**src/rtl/border_box_reader.sv**
```systemverilog
// border_box_reader: loads the digit bounding-box table from the column/row
// border RAMs after a projection completes, then classifies each incoming
// pixel against the cached boxes (inside / outline / box index).
// Build option: BORDER_CLAMP_EN clamps captured edges (underflow -> 0,
// right/bottom edges beyond the active area -> total-1).
//
// state       | meaning
// ------------+------------------------------------------------------------
// S_IDLE      | no table loaded since reset; waiting for a done edge
// S_FETCH_COL | issuing column RAM addresses 1..2*nc
// S_FETCH_ROW | issuing row RAM addresses 1..2*nr
// S_DRAIN     | last read still in flight; captured on leaving this state
// S_READY     | table valid, pixel classification enabled
module border_box_reader #(
  parameter int NUM_COL = 4,
  parameter int NUM_ROW = 1,
  parameter int DEPBIT  = 12
) (
  input  logic              clk,
  input  logic              rst_n,
  input  logic              project_done_flag,
  input  logic [3:0]        num_col,
  input  logic [3:0]        num_row,
  output logic [DEPBIT-1:0] col_border_addr_rd,
  input  logic [DEPBIT-1:0] col_border_data_rd,
  output logic [DEPBIT-1:0] row_border_addr_rd,
  input  logic [DEPBIT-1:0] row_border_data_rd,
  input  logic [10:0]       h_total_pexel,
  input  logic [10:0]       v_total_pexel,
  input  logic              frame_de,
  input  logic [10:0]       xpos,
  input  logic [10:0]       ypos,
  output logic              box_valid,
  output logic              in_digit,
  output logic              on_outline,
  output logic [3:0]        col_idx,
  output logic [3:0]        row_idx
);

  // Pixel coordinate width; edges are compared in the wider RAM data domain.
  localparam int CW = 11;

  localparam logic [2:0] S_IDLE      = 3'd0;
  localparam logic [2:0] S_FETCH_COL = 3'd1;
  localparam logic [2:0] S_FETCH_ROW = 3'd2;
  localparam logic [2:0] S_DRAIN     = 3'd3;
  localparam logic [2:0] S_READY     = 3'd4;

  localparam logic [3:0] NC_MAX = 4'(NUM_COL);
  localparam logic [3:0] NR_MAX = 4'(NUM_ROW);

  logic              done_q;
  logic              start;
  logic [2:0]        state_q, state_d;
  logic [DEPBIT-1:0] addr_q, addr_d;
  logic [3:0]        nc_q, nc_d, nr_q, nr_d;
  logic [3:0]        nc_clip, nr_clip;
  logic [DEPBIT-1:0] col_last, row_last;

  // One read in flight: describes the address the RAM sampled on the last edge,
  // so the RAM data output currently belongs to it.
  logic              iss_vld_q;
  logic              iss_row_q;
  logic [DEPBIT-1:0] iss_addr_q;

  logic [DEPBIT-1:0] cap_raw;
  logic [10:0]       cap_total;
  logic [DEPBIT-1:0] cap_lo;
  logic [DEPBIT-1:0] cap_hi;

  logic [DEPBIT-1:0] col_l_q [NUM_COL];
  logic [DEPBIT-1:0] col_r_q [NUM_COL];
  logic [DEPBIT-1:0] row_t_q [NUM_ROW];
  logic [DEPBIT-1:0] row_b_q [NUM_ROW];

  logic [DEPBIT-1:0] x_ext, y_ext;
  logic              hit_d, outl_d;
  logic [3:0]        ci_d, ri_d;
  logic              in_digit_q, on_outline_q;
  logic [3:0]        col_idx_q, row_idx_q;

  assign start    = project_done_flag & ~done_q;
  assign nc_clip  = (num_col > NC_MAX) ? NC_MAX : num_col;
  assign nr_clip  = (num_row > NR_MAX) ? NR_MAX : num_row;
  assign col_last = DEPBIT'({nc_q, 1'b0});
  assign row_last = DEPBIT'({nr_q, 1'b0});

  assign box_valid          = (state_q == S_READY);
  assign col_border_addr_rd = (state_q == S_FETCH_COL) ? addr_q : '0;
  assign row_border_addr_rd = (state_q == S_FETCH_ROW) ? addr_q : '0;

  // Previous done level for rising-edge detection.
  always_ff @(posedge clk or negedge rst_n) begin
    if (!rst_n) done_q <= 1'b0;
    else        done_q <= project_done_flag;
  end

  // Fetch sequencer: next state, address counter and latched counts.
  always_comb begin
    state_d = state_q;
    addr_d  = addr_q;
    nc_d    = nc_q;
    nr_d    = nr_q;
    case (state_q)
      S_IDLE, S_READY: begin
        if (start) begin
          nc_d   = nc_clip;
          nr_d   = nr_clip;
          addr_d = DEPBIT'(1);
          if (nc_clip != 4'd0)      state_d = S_FETCH_COL;
          else if (nr_clip != 4'd0) state_d = S_FETCH_ROW;
          else                      state_d = S_DRAIN;
        end
      end
      S_FETCH_COL: begin
        if (addr_q == col_last) begin
          if (nr_q != 4'd0) begin
            state_d = S_FETCH_ROW;
            addr_d  = DEPBIT'(1);
          end else begin
            state_d = S_DRAIN;
            addr_d  = '0;
          end
        end else begin
          addr_d = addr_q + DEPBIT'(1);
        end
      end
      S_FETCH_ROW: begin
        if (addr_q == row_last) begin
          state_d = S_DRAIN;
          addr_d  = '0;
        end else begin
          addr_d = addr_q + DEPBIT'(1);
        end
      end
      S_DRAIN: begin
        state_d = S_READY;
        addr_d  = '0;
      end
      default: begin
        state_d = S_IDLE;
        addr_d  = '0;
      end
    endcase
  end

  // Sequencer registers.
  always_ff @(posedge clk or negedge rst_n) begin
    if (!rst_n) begin
      state_q <= S_IDLE;
      addr_q  <= '0;
      nc_q    <= 4'd0;
      nr_q    <= 4'd0;
    end else begin
      state_q <= state_d;
      addr_q  <= addr_d;
      nc_q    <= nc_d;
      nr_q    <= nr_d;
    end
  end

  // Track which address the RAM is answering this cycle.
  always_ff @(posedge clk or negedge rst_n) begin
    if (!rst_n) begin
      iss_vld_q  <= 1'b0;
      iss_row_q  <= 1'b0;
      iss_addr_q <= '0;
    end else begin
      iss_vld_q  <= (state_q == S_FETCH_COL) || (state_q == S_FETCH_ROW);
      iss_row_q  <= (state_q == S_FETCH_ROW);
      iss_addr_q <= addr_q;
    end
  end

  assign cap_raw   = iss_row_q ? row_border_data_rd : col_border_data_rd;
  assign cap_total = iss_row_q ? v_total_pexel : h_total_pexel;

`ifdef BORDER_CLAMP_EN
  // Clamp captured edges: any bit at or above the coordinate MSB means the
  // projection stage underflowed (edge-2 below zero); far edges are limited
  // to the last active pixel.
  always_comb begin
    cap_lo = cap_raw;
    if (|cap_raw[DEPBIT-1:CW-1]) cap_lo = '0;
    cap_hi = cap_lo;
    if ((cap_total != 11'd0) && (cap_lo >= DEPBIT'(cap_total)))
      cap_hi = DEPBIT'(cap_total) - DEPBIT'(1);
  end
`else
  // Raw storage; an underflowed near edge ends up greater than its far edge
  // and the box simply never hits.
  logic unused_totals;
  assign unused_totals = ^cap_total;
  assign cap_lo = cap_raw;
  assign cap_hi = cap_raw;
`endif

  // Box table: odd address = left/top edge, even address = right/bottom edge.
  always_ff @(posedge clk or negedge rst_n) begin
    if (!rst_n) begin
      for (int i = 0; i < NUM_COL; i++) begin
        col_l_q[i] <= '0;
        col_r_q[i] <= '0;
      end
      for (int j = 0; j < NUM_ROW; j++) begin
        row_t_q[j] <= '0;
        row_b_q[j] <= '0;
      end
    end else if (iss_vld_q) begin
      if (!iss_row_q) begin
        for (int i = 0; i < NUM_COL; i++) begin
          if (iss_addr_q == DEPBIT'(2*i + 1)) col_l_q[i] <= cap_lo;
          if (iss_addr_q == DEPBIT'(2*i + 2)) col_r_q[i] <= cap_hi;
        end
      end else begin
        for (int j = 0; j < NUM_ROW; j++) begin
          if (iss_addr_q == DEPBIT'(2*j + 1)) row_t_q[j] <= cap_lo;
          if (iss_addr_q == DEPBIT'(2*j + 2)) row_b_q[j] <= cap_hi;
        end
      end
    end
  end

  assign x_ext = DEPBIT'(xpos);
  assign y_ext = DEPBIT'(ypos);

  // Box lookup; scanning rows then columns in ascending order gives the
  // lowest (row, col) priority on overlap.
  always_comb begin
    hit_d  = 1'b0;
    outl_d = 1'b0;
    ci_d   = 4'd0;
    ri_d   = 4'd0;
    if (frame_de && box_valid) begin
      for (int r = 0; r < NUM_ROW; r++) begin
        for (int c = 0; c < NUM_COL; c++) begin
          if (!hit_d && (4'(r) < nr_q) && (4'(c) < nc_q) &&
              (col_l_q[c] <= x_ext) && (x_ext <= col_r_q[c]) &&
              (row_t_q[r] <= y_ext) && (y_ext <= row_b_q[r])) begin
            hit_d  = 1'b1;
            outl_d = (x_ext == col_l_q[c]) || (x_ext == col_r_q[c]) ||
                     (y_ext == row_t_q[r]) || (y_ext == row_b_q[r]);
            ci_d   = 4'(c);
            ri_d   = 4'(r);
          end
        end
      end
    end
  end

  // Register the classification result (one pixel clock of latency).
  always_ff @(posedge clk or negedge rst_n) begin
    if (!rst_n) begin
      in_digit_q   <= 1'b0;
      on_outline_q <= 1'b0;
      col_idx_q    <= 4'd0;
      row_idx_q    <= 4'd0;
    end else begin
      in_digit_q   <= hit_d;
      on_outline_q <= outl_d;
      col_idx_q    <= ci_d;
      row_idx_q    <= ri_d;
    end
  end

  assign in_digit   = in_digit_q;
  assign on_outline = on_outline_q;
  assign col_idx    = col_idx_q;
  assign row_idx    = row_idx_q;

endmodule

```
**config.mk**
```make
export PLATFORM = sky130hd
export DESIGN_NAME = border_box_reader
export DESIGN_NICKNAME = d
export VERILOG_FILES = /design/src/rtl/border_box_reader.sv
export SDC_FILE = /design/constraint.sdc
export NUM_CORES = 1
export LEC_CHECK = 0
export CAP_MARGIN = 40
export CORE_MARGIN = 4
export CORE_UTILIZATION = 45
export CTS_CLUSTER_SIZE = 28
export DETAILED_ROUTE_END_ITERATION = 10
export GPL_TIMING_DRIVEN = 0
export PLACE_DENSITY = 0.67
export RECOVER_POWER = 100
export SLEW_MARGIN = 15
export SYNTH_ARGS = -nofsm -noshare
export SYNTH_HDL_FRONTEND = slang
export SYNTH_SLANG_ARGS = --single-unit
```
**constraint.sdc**
```tcl
create_clock -name clk -period 6.6 [get_ports clk]
set_clock_uncertainty 0.15 [all_clocks]
set_input_delay 0.99 -clock clk [delete_from_list [all_inputs] [get_ports clk]]
set_output_delay 0.99 -clock clk [all_outputs]
set_load 0.005 [all_outputs]
```
==> results of run 1 <==
[final cells by class]
| class | count | area, sq um |
|---|---|---|
| Buffer | 39 | 169 |
| Clock buffer | 19 | 443 |
| Clock inverter | 13 | 231 |
| Fill cell | 1880 | 9060 |
| Inverter | 85 | 319 |
| Multi-Input combinational cell | 719 | 4680 |
| Sequential cell | 162 | 4050 |
| Tap cell | 270 | 338 |
| Timing Repair Buffer | 96 | 938 |
[through the flow]
stage               worst slack, ns  cell area [sq um]
global route                   1.93              11200
detailed placement             2.34              10600
CTS                            2.76              11300
finish                         2.68              11200
global placement              -2.34              10500
floorplan                      3.61               9270
[power breakdown]
| part | switching (mW) | internal, mW |
|---|---|---|
| Clock | 0.418 | 0.721 |
| Sequential | 0.222 | 1.35 |
| Combinational | 0.899 | 0.628 |
| Total | 1.54 | 2.70 |
[layer usage]
| metal | vias up | part of all wire, % |
|---|---|---|
| li1 | 3732 | - |
| met1 | 3524 | 45 |
| met2 | 147 | 49 |
| met3 | 40 | 3.9 |
| met4 | 0 | 2.7 |
| met5 | - | 0 |
[synthesized netlist by cell type (5+ instances only)]
master	count	area share (%)
a21o_1	9	0.73
inv_1	85	3.4
nor4_1	5	0.34
nor2b_1	22	1.5
nor3_1	20	1.1
xor2_1	7	0.66
a211oi_1	16	1.3
nand4b_1	7	0.66
clkbuf_1	27	1.1
nand3_1	16	0.87
and2_1	14	0.95
buf_4	6	0.49
o21ai_0	145	7.8
dfrtp_1	162	44
nand4_1	20	1.4
mux2i_1	13	1.4
and3_1	17	1.1
o211ai_1	9	0.73
nand2_1	146	5.9
a21oi_1	35	1.9
ha_1	111	15
o21ai_1	6	0.32
nor2_1	35	1.4
[cell families (layout without fill, tap and decap cells)]
| family | after synthesis | after routing | share of synthesized area (%) |
|---|---|---|---|
| simple gates | 332 | 332 | 17.9 |
| compound gates | 246 | 246 | 15.3 |
| flops | 162 | 162 | 43.8 |
| buf+inv | 124 | 252 | 5.42 |
| fa+ha+maj | 111 | 111 | 15.0 |
| mux | 13 | 13 | 1.41 |
| xor+xnor | 11 | 11 | 1.04 |
| other cells | 1 | 6 | 0.0405 |
[sequential cells by signal, summed over array words and instances, names as in the netlist]
name	flops
nr_q	4
in_digit	1
iss_row_q	1
done_q	1
col_l_q	48
on_outline	1
iss_vld_q	1
col_idx	2
col_r_q	48
iss_addr_q	12
state_q	3
row_t_q	12
row_b_q	12
nc_q	4
addr_q	12
[worst reg2reg max path, delay by kind of cell, from the launching register on]
family	cells	cell delay, ns
AOI/OAI and AO/OA	1	0.24
buffers and inverters	2	1.07
DFF	1	0.32
muxes	1	1.18
[worst min-delay path by stage]
stage / startpoint / to / slack, ns / depth (start not counted)
global route: addr_q[2] / iss_addr_q[2] / 0.24 / 0
finish: addr_q[3] / iss_addr_q[3] / 0.23 / 0
floorplan: addr_q[2] / iss_addr_q[2] / 0.20 / 0
detailed placement: addr_q[2] / iss_addr_q[2] / 0.21 / 0
CTS: addr_q[2] / iss_addr_q[2] / 0.23 / 0
global placement: addr_q[3] / iss_addr_q[3] / 0.21 / 0
==> metrics, run 1 <==
Pwr Total=4.24 mW; post-DP HPWL=18.3 mm; critical-path cell list=dlygate4sd3_1, inv_1, ha_1, and4b_1, nand3_1, a21oi_1, a211oi_1, o21ai_0, nor2b_1, a311oi_1; Iteration-0 DRC Markers=roughly 390; CP Launch Type=input port; WL final=24.4 mm; busiest grt layer=met2; Setup CP Type=input port to flip-flop; Die W=~150 um; DRT Pass-1 Iters=5; CP bufs+invs=2; GRT Residual Overflow=0; clk root buf=clkbuf_16; EDFF count, synth=0; pin count of the biggest net entering global routing=100; internal reg-to-reg setup slack=3.46 ns; Vias=between 7k and 8k; post-CTS sizing=0; placed insts=1370; Top FF cell, synth=dfrtp_1; ys async rst share=100%; commonest cells after routing, fill and taps aside=dfrtp_1, o21ai_0, nand2_1; Die ar.=22900 sq um; Cell Area, Synth=about 9000 sq um; post-synthesis register bit count=around 160; initial antenna violation count=0; Max VDD drop=about 0.00023 V; P&R area growth vs syn=20.8%; Max Fclk=255 MHz; Synth cell types=60; drt via density=5.31; total of max-cap violations=1; fin crit period=3.92 ns; met1 global-route usage=a little under 30%; Initial Utilization=45.7%; Hold Vio Cnt, Final=0; Critical Path Stages=10; number of global-route vias before repair=7259; DR DRC count=0; CP max FO=5; largest buffer count on any clock path=2; TritonCTS buffer count=17; clk sinks=162; max_slew headroom=-134%; worst slew pin tran=3.51 ns; share of layout cells above drive strength 1=around 4.6%; outcome=finished, violations left; Chip Height=around 150 um; Final Core Density=55.2%; Setup Fix Bufs, Post-CTS=0; Worst-path clk slew=0.06 ns; PD cells=379 nW/um^2; synthesized area per cell=~9.3 sq um; capture point of the critical path=in_digit; Worst path max stage delay=about 0.76 ns; Slew Limit Fails=64; GRT Total Usage=22.2%; r2r endpoint=col_l_q[32]; final std cells w/o fill=approximately 1.4k; Setup crit end kind=flip-flop; worst reg2reg path depth=4; nets@finish=1311; Detail Route Antenna Nets=0; htree depth=4; input/output buffers=86; worst path required time=6.72 ns; met2 usage=36.9%; LEAKAGE=between 5 and 6 nW; WL/cell=between 15 and 20 um; final setup fails=0; Post-CTS Hold Fix Bufs=0; row count=52; I/O pin count=115; setup TNS=0 ns; Core Region=20200 sq um; slowest CP cell=dlygate4sd3_1; hold slack=0.225 ns; FF-to-FF Start=iss_row_q; YS warnings=0; commonest non-fill, non-tap cell in the layout=dfrtp_1; period utilization=59.4%; sequential share of the synthesized area=43.8%; CP arrival=~4.0 ns; Cells after Synth=1000; failing checks=max-capacitance violations, max-slew violations; first-pass GRT wire length=39.0 mm; RSZ-0062 raised after global routing=no; CTS tree=yes; worst hold path class=flip-flop to flip-flop; Final GP Congestion=0.870; CP Launch Point=xpos[10]; CP top delay family=compound AO/OA/AOI/OAI gates; latest clock arrival within the worst-skew pair=0.43 ns; met3 usage=4.25%; ANT cells=0
Note: power is estimated with default switching activity, not from simulation.
==> run 2: changes to the inputs <==
--- a/config.mk
+++ b/config.mk
@@ -11,7 +11,7 @@
 export CTS_CLUSTER_SIZE = 28
 export DETAILED_ROUTE_END_ITERATION = 10
 export GPL_TIMING_DRIVEN = 0
-export PLACE_DENSITY = 0.67
+export PLACE_DENSITY = 0.69
 export RECOVER_POWER = 100
 export SLEW_MARGIN = 15
 export SYNTH_ARGS = -nofsm -noshare
==> constraint.sdc (replaced) <==
create_clock -name clk -period 3.6 [get_ports clk]
set_clock_uncertainty 0.15 [all_clocks]
set_input_delay 0.54 -clock clk [delete_from_list [all_inputs] [get_ports clk]]
set_output_delay 0.54 -clock clk [all_outputs]
set_load 0.005 [all_outputs]
==> run 2 against run 1 <==
  * The run still ends with max-capacitance violations, max-slew violations left
  * Global-route usage up 0.69 points
  * Critical endpoint unchanged
  * Cell count increased by 0.29%
  * Critical path type unchanged
  * Largest cell class unchanged
  * Hold slack got worse by 0.0029 ns
  * Sequential power grew 84%
  * Clock-buffer cell count shrank 1
  * Clock power grew 53%
==> metrics, run 2 (synthesis results as in run 1) <==
Vias=about 7.6k; latest clock arrival within the worst-skew pair=roughly 0.42 ns; GRT Residual Overflow=0; CP Launch Type=input port; Final Core Density=between 50 and 60%; hold_sp=addr_q[3]; met3 routed WL=1.20 mm; area of the multi-input gates=4680 sq um; clk root buf=clkbuf_16; worst setup margin=~0.11 ns; Worst-path clk slew=0.06 ns; PD cells=about 670 nW/um^2; WL final=25.1 mm; Final Cell Area=11100 sq um; critical-path cell list=clkdlybuf4s50_1, inv_1, ha_1, and4b_1, nand3_1, a21oi_1, a211oi_1, o21ai_0, nor2b_1, a311oi_1; r2r endpoint=col_r_q[41]; Clk network pwr share=between 20% and 30%; Setup crit end kind=flip-flop; GRT Total Usage=22.9%; nets@finish=1315; post-place setup slack=-0.243 ns; htree depth=4; worst path required time=3.73 ns; input/output buffers=86; placed insts=approximately 1.4k; clk sinks=162; CP bufs+invs=2; Switching Share=38.4%; DRT Pass-1 Iters=5; Initial Utilization=45.7%; TritonCTS buffer count=17; fin crit period=3.49 ns; Critical Path Stages=10; net load switching power=about 2.9 mW; sequential share of power=38.6%; P&R area growth vs syn=19.9%; largest buffer count on any clock path=2; Die W=151 um; Register Area=4050 sq um; WL/cell=around 18 um; CP top delay family=compound AO/OA/AOI/OAI gates; outcome=finished, violations left; first-pass GRT wire length=40.3 mm; DR DRC count=0; met2 WL=12.3 mm; worst reg2reg path depth=5; Die ar.=roughly 23000 sq um; commonest non-fill, non-tap cell in the layout=dfrtp_1; wl on met1=11.0 mm; drt via density=5.39; Core Region=20200 sq um; Detail Route Antenna Nets=0; hold endpoint=iss_addr_q[3]; Final GP Congestion=0.866; biggest regs=col_l_q: 48 flops, col_r_q: 48 flops; CTS tree=yes; Setup CP Type=input port to flip-flop; period utilization=96.9%; Max VDD drop=0.000385 V; Max Fclk=around 290 MHz; max_slew headroom=-39.9%; internal power=4.61 mW; ANT cells=0; fillers=1815; hold slack=approximately 0.22 ns; final std cells w/o fill=1407; internal reg-to-reg setup slack=0.45 ns; CP arrival=3.62 ns; share of layout cells above drive strength 1=4.93%; row count=52; initial antenna violation count=0; Chip Height=between 150 and 200 um; CP max FO=5; hold path cells=0; LEAKAGE=5.57 nW; post-DP HPWL=18.6 mm; pin count of the biggest net entering global routing=87; final setup fails=0; FF-to-FF Start=iss_row_q; Setup Fix Bufs, Post-CTS=0; Hold Vio Cnt, Final=0; Iteration-0 DRC Markers=slightly above 500; I/O pin count=~120; Worst path max stage delay=0.74 ns; total of max-cap violations=1; area of placed instances=10700 sq um; failing checks=max-capacitance violations, max-slew violations; Slew Limit Fails=87; top layer in use=met4; commonest cells after routing, fill and taps aside=dfrtp_1, o21ai_0, nand2_1; RSZ-0062 raised after global routing=no; slowest CP cell=clkdlybuf4s50_1; worst slew pin tran=2.10 ns; combinational fraction of design power=38.1%; worst hold path class=flip-flop to flip-flop; number of global-route vias before repair=7539
## run 2: repair_timing
item / in CTS / in global routing
hold endpoints to repair: 59 / 0
hold buffers: 1 / 0
gates resized for setup: 0 / 0
## run 2: worst max path at each step
stage          slack, ns    start          to
5_1_grt             0.04  xpos[9]    in_digit
3_5_place_dp       -0.24  xpos[9]    in_digit
6_report            0.11  xpos[9]    in_digit
2_1_floorplan       1.06  xpos[9]  on_outline
4_1_cts             0.18  xpos[9]    in_digit
3_3_place_gp       -4.88    rst_n  row_b_q[5]
## run 2: power by group through the flow
stage | logic (mW) | clock network, mW | registers [mW]
after CTS | 2.95 | 1.78 | 2.89
after floorplan | 2.05 | 0 | 2.79
after global placement | 2.74 | 0 | 2.90
after detailed placement | 2.92 | 0 | 2.91
final | 2.85 | 1.74 | 2.89
after global routing | 3.30 | 1.86 | 2.98
## run 2: layout make-up
class	instances	share of cell area, %
inverter	85	2.88
clock buffer	18	3.96
multi-input combinational	719	42.2
timing repair buffer	100	8.61
clock inverter	14	1.22
buffer	39	1.52
sequential	162	36.6
tap	270	3.05
## run 2: layer usage
| metal | GRT usage (%) | up-vias |
|---|---|---|
| li1 | - | 3730 |
| met1 | 30.3 | 3628 |
| met2 | 38.7 | 180 |
| met3 | 4.70 | 39 |
| met4 | 5.76 | 0 |
| met5 | 0 | - |
## run 2: worst register-to-register path: stages (launching register included)
cell and delay, ns:
dfrtp_1 0.34, clkbuf_1 0.41, clkbuf_1 0.63, mux2i_1 0.84, clkbuf_1 0.46, o21ai_0 0.18
## run 2: per-stage QoR
stage / setup TNS, ns / total power, mW
6_report: 0 / 7.48
5_1_grt: 0 / 8.14
4_1_cts: 0 / 7.62
3_5_place_dp: -0.532 / 5.83
3_3_place_gp: -787.00 / 5.64
2_1_floorplan: 0 / 4.85
==> run 3: changes to the inputs <==
--- a/config.mk
+++ b/config.mk
@@ -6,7 +6,6 @@
 export NUM_CORES = 1
 export LEC_CHECK = 0
 export CAP_MARGIN = 40
-export CORE_MARGIN = 4
 export CORE_UTILIZATION = 45
 export CTS_CLUSTER_SIZE = 28
 export DETAILED_ROUTE_END_ITERATION = 10
==> run 3 against run 2 <==
  * The flow still finishes with violations (max-capacitance violations, max-slew violations)
  * Cell count barely moved
  * Clock-buffer cell count is 1 lower
  * Wire length is 2.2% lower
  * Die area fell by 7.8%
  * Critical path depth rose by 1
==> metrics, run 3 (synthesis results as in run 1) <==
GRT Total Usage=24.4%; Vias=7560; Max VDD drop=0.000328 V; hold path cells=0; Max Fclk=297 MHz; GRT Residual Overflow=0; worst hold path class=flip-flop to flip-flop; CP Launch Type=input port; placed insts=between 1k and 1.5k; Setup Fix Bufs, Post-CTS=0; Final Cell Area=11100 sq um; latest clock arrival within the worst-skew pair=about 0.43 ns; Final GP Congestion=0.841; r2r endpoint=col_l_q[9]; Clk network pwr share=23.7%; commonest non-fill, non-tap cell in the layout=dfrtp_1; CP top delay family=buffers and inverters; final std cells w/o fill=1406; Initial Utilization=45.9%; CP max FO=5; first-pass GRT wire length=39.7 mm; post-DP HPWL=18.3 mm; clk sinks=between 150 and 200; Chip Height=145 um; area of placed instances=10600 sq um; fillers=1819; total of max-cap violations=1; Iteration-0 DRC Markers=545; period utilization=roughly 94%; TritonCTS buffer count=17; slowest CP cell=clkdlybuf4s50_1; input/output buffers=86; internal reg-to-reg setup slack=around 0.58 ns; Worst-path clk slew=0.07 ns; failing checks=max-capacitance violations, max-slew violations; clk root buf=clkbuf_16; row count=52; DR DRC count=0; Hold Vio Cnt, Final=0; Die ar.=21100 sq um; combinational fraction of design power=37.8%; CTS tree=yes; Worst path max stage delay=0.77 ns; setup TNS=0 ns; outcome=finished, violations left; Switching Share=38.7%; Core Region=approximately 20000 sq um; final setup fails=0; WL/cell=17.4 um; RSZ-0062 raised after global routing=no; DRT Pass-1 Iters=5; sequential share of power=38.4%; Die W=~150 um; hold endpoint=iss_addr_q[2]; Register Area=roughly 4000 sq um; CP arrival=3.52 ns; biggest regs=col_l_q: 48 flops, col_r_q: 48 flops; nets@finish=1313; worst reg2reg path depth=5; P&R area growth vs syn=19.9%; Setup crit end kind=flip-flop; largest buffer count on any clock path=2; Detail Route Antenna Nets=0; worst path required time=3.75 ns; area of the multi-input gates=4680 sq um; internal power=4.60 mW; htree depth=4; Slew Limit Fails=87; FF-to-FF Start=iss_row_q; pin count of the biggest net entering global routing=87; WL final=24.5 mm; net load switching power=2.90 mW; LEAKAGE=between 5 and 6 nW; worst slew pin tran=~2.2 ns; drt via density=5.38; hold_sp=addr_q[2]; Setup CP Type=input port to flip-flop; PD cells=676 nW/um^2; max_slew headroom=-46.1%; fin crit period=3.37 ns; CP bufs+invs=2; I/O pin count=115; hold slack=about 0.22 ns; critical-path cell list=clkdlybuf4s50_1, inv_1, ha_1, and4b_1, nand3_1, a21oi_1, a211oi_2, o21ai_0, nor2b_1, a21boi_0, a22o_1; commonest cells after routing, fill and taps aside=dfrtp_1, o21ai_0, nand2_1; share of layout cells above drive strength 1=4.93%; number of global-route vias before repair=7502; initial antenna violation count=0
## run 3: cell types whose count changed in the layout (fill, tap and decap cells not counted), sizes merged
cell	delta
clkinvlp	-2
clkbuf	-4
inv	+4
buf	+1
dlygate4sd3	+3
diode	+1
clkinv	-1
clkdlybuf4s50	-3
## run 3: layer usage
| layer | global-route usage, % | up-vias | share of wire, % |
|---|---|---|---|
| met5 | 0 | - | 0 |
| met4 | 8.42 | 0 | 2.3 |
| met3 | 4.89 | 39 | 4.7 |
| met2 | 40.5 | 177 | 48 |
| met1 | 32.0 | 3604 | 45 |
| li1 | - | 3740 | - |
## run 3: how the worst max path moves through the flow
stage	start	endpoint	depth (start not counted)
3_5_place_dp	xpos[10]	in_digit	10
3_3_place_gp	rst_n	row_b_q[10]	1
4_1_cts	xpos[10]	in_digit	10
6_report	xpos[10]	on_outline	11
5_1_grt	xpos[10]	on_outline	11
2_1_floorplan	xpos[9]	on_outline	9
## run 3: metrics by stage
stage                     util (%)  total power, mW  setup WS, ns
after floorplan                  -             4.85          1.06
after global placement        51.9             5.63         -4.87
after detailed placement      52.8             5.81        -0.285
after CTS                     55.7             7.62         0.155
after global routing          55.0             8.14        0.0660
final                         55.0             7.50         0.232
## run 3: timing repair
item / in CTS / in global routing
endpoints found under the setup margin: 0 / 1
gates resized for setup: 0 / 1
endpoints found under the hold margin: 28 / 0
hold buffers: 1 / 0
## run 3: layout make-up
type / instances / area share (%)
antenna: 1 / 0.0226
buffer: 39 / 1.52
clock buffer: 17 / 3.84
multi-input combinational: 719 / 42.2
inverter: 85 / 2.88
sequential: 162 / 36.6
clock inverter: 15 / 1.38
timing repair buffer: 98 / 8.52
tap: 270 / 3.05
## run 3: power groups by stage
stage	Combinational, mW	Clock [mW]	Sequential (mW)
2_1_floorplan	2.05	0	2.79
3_3_place_gp	2.73	0	2.90
3_5_place_dp	2.90	0	2.90
4_1_cts	2.94	1.80	2.88
5_1_grt	3.29	1.88	2.97
6_report	2.84	1.78	2.88
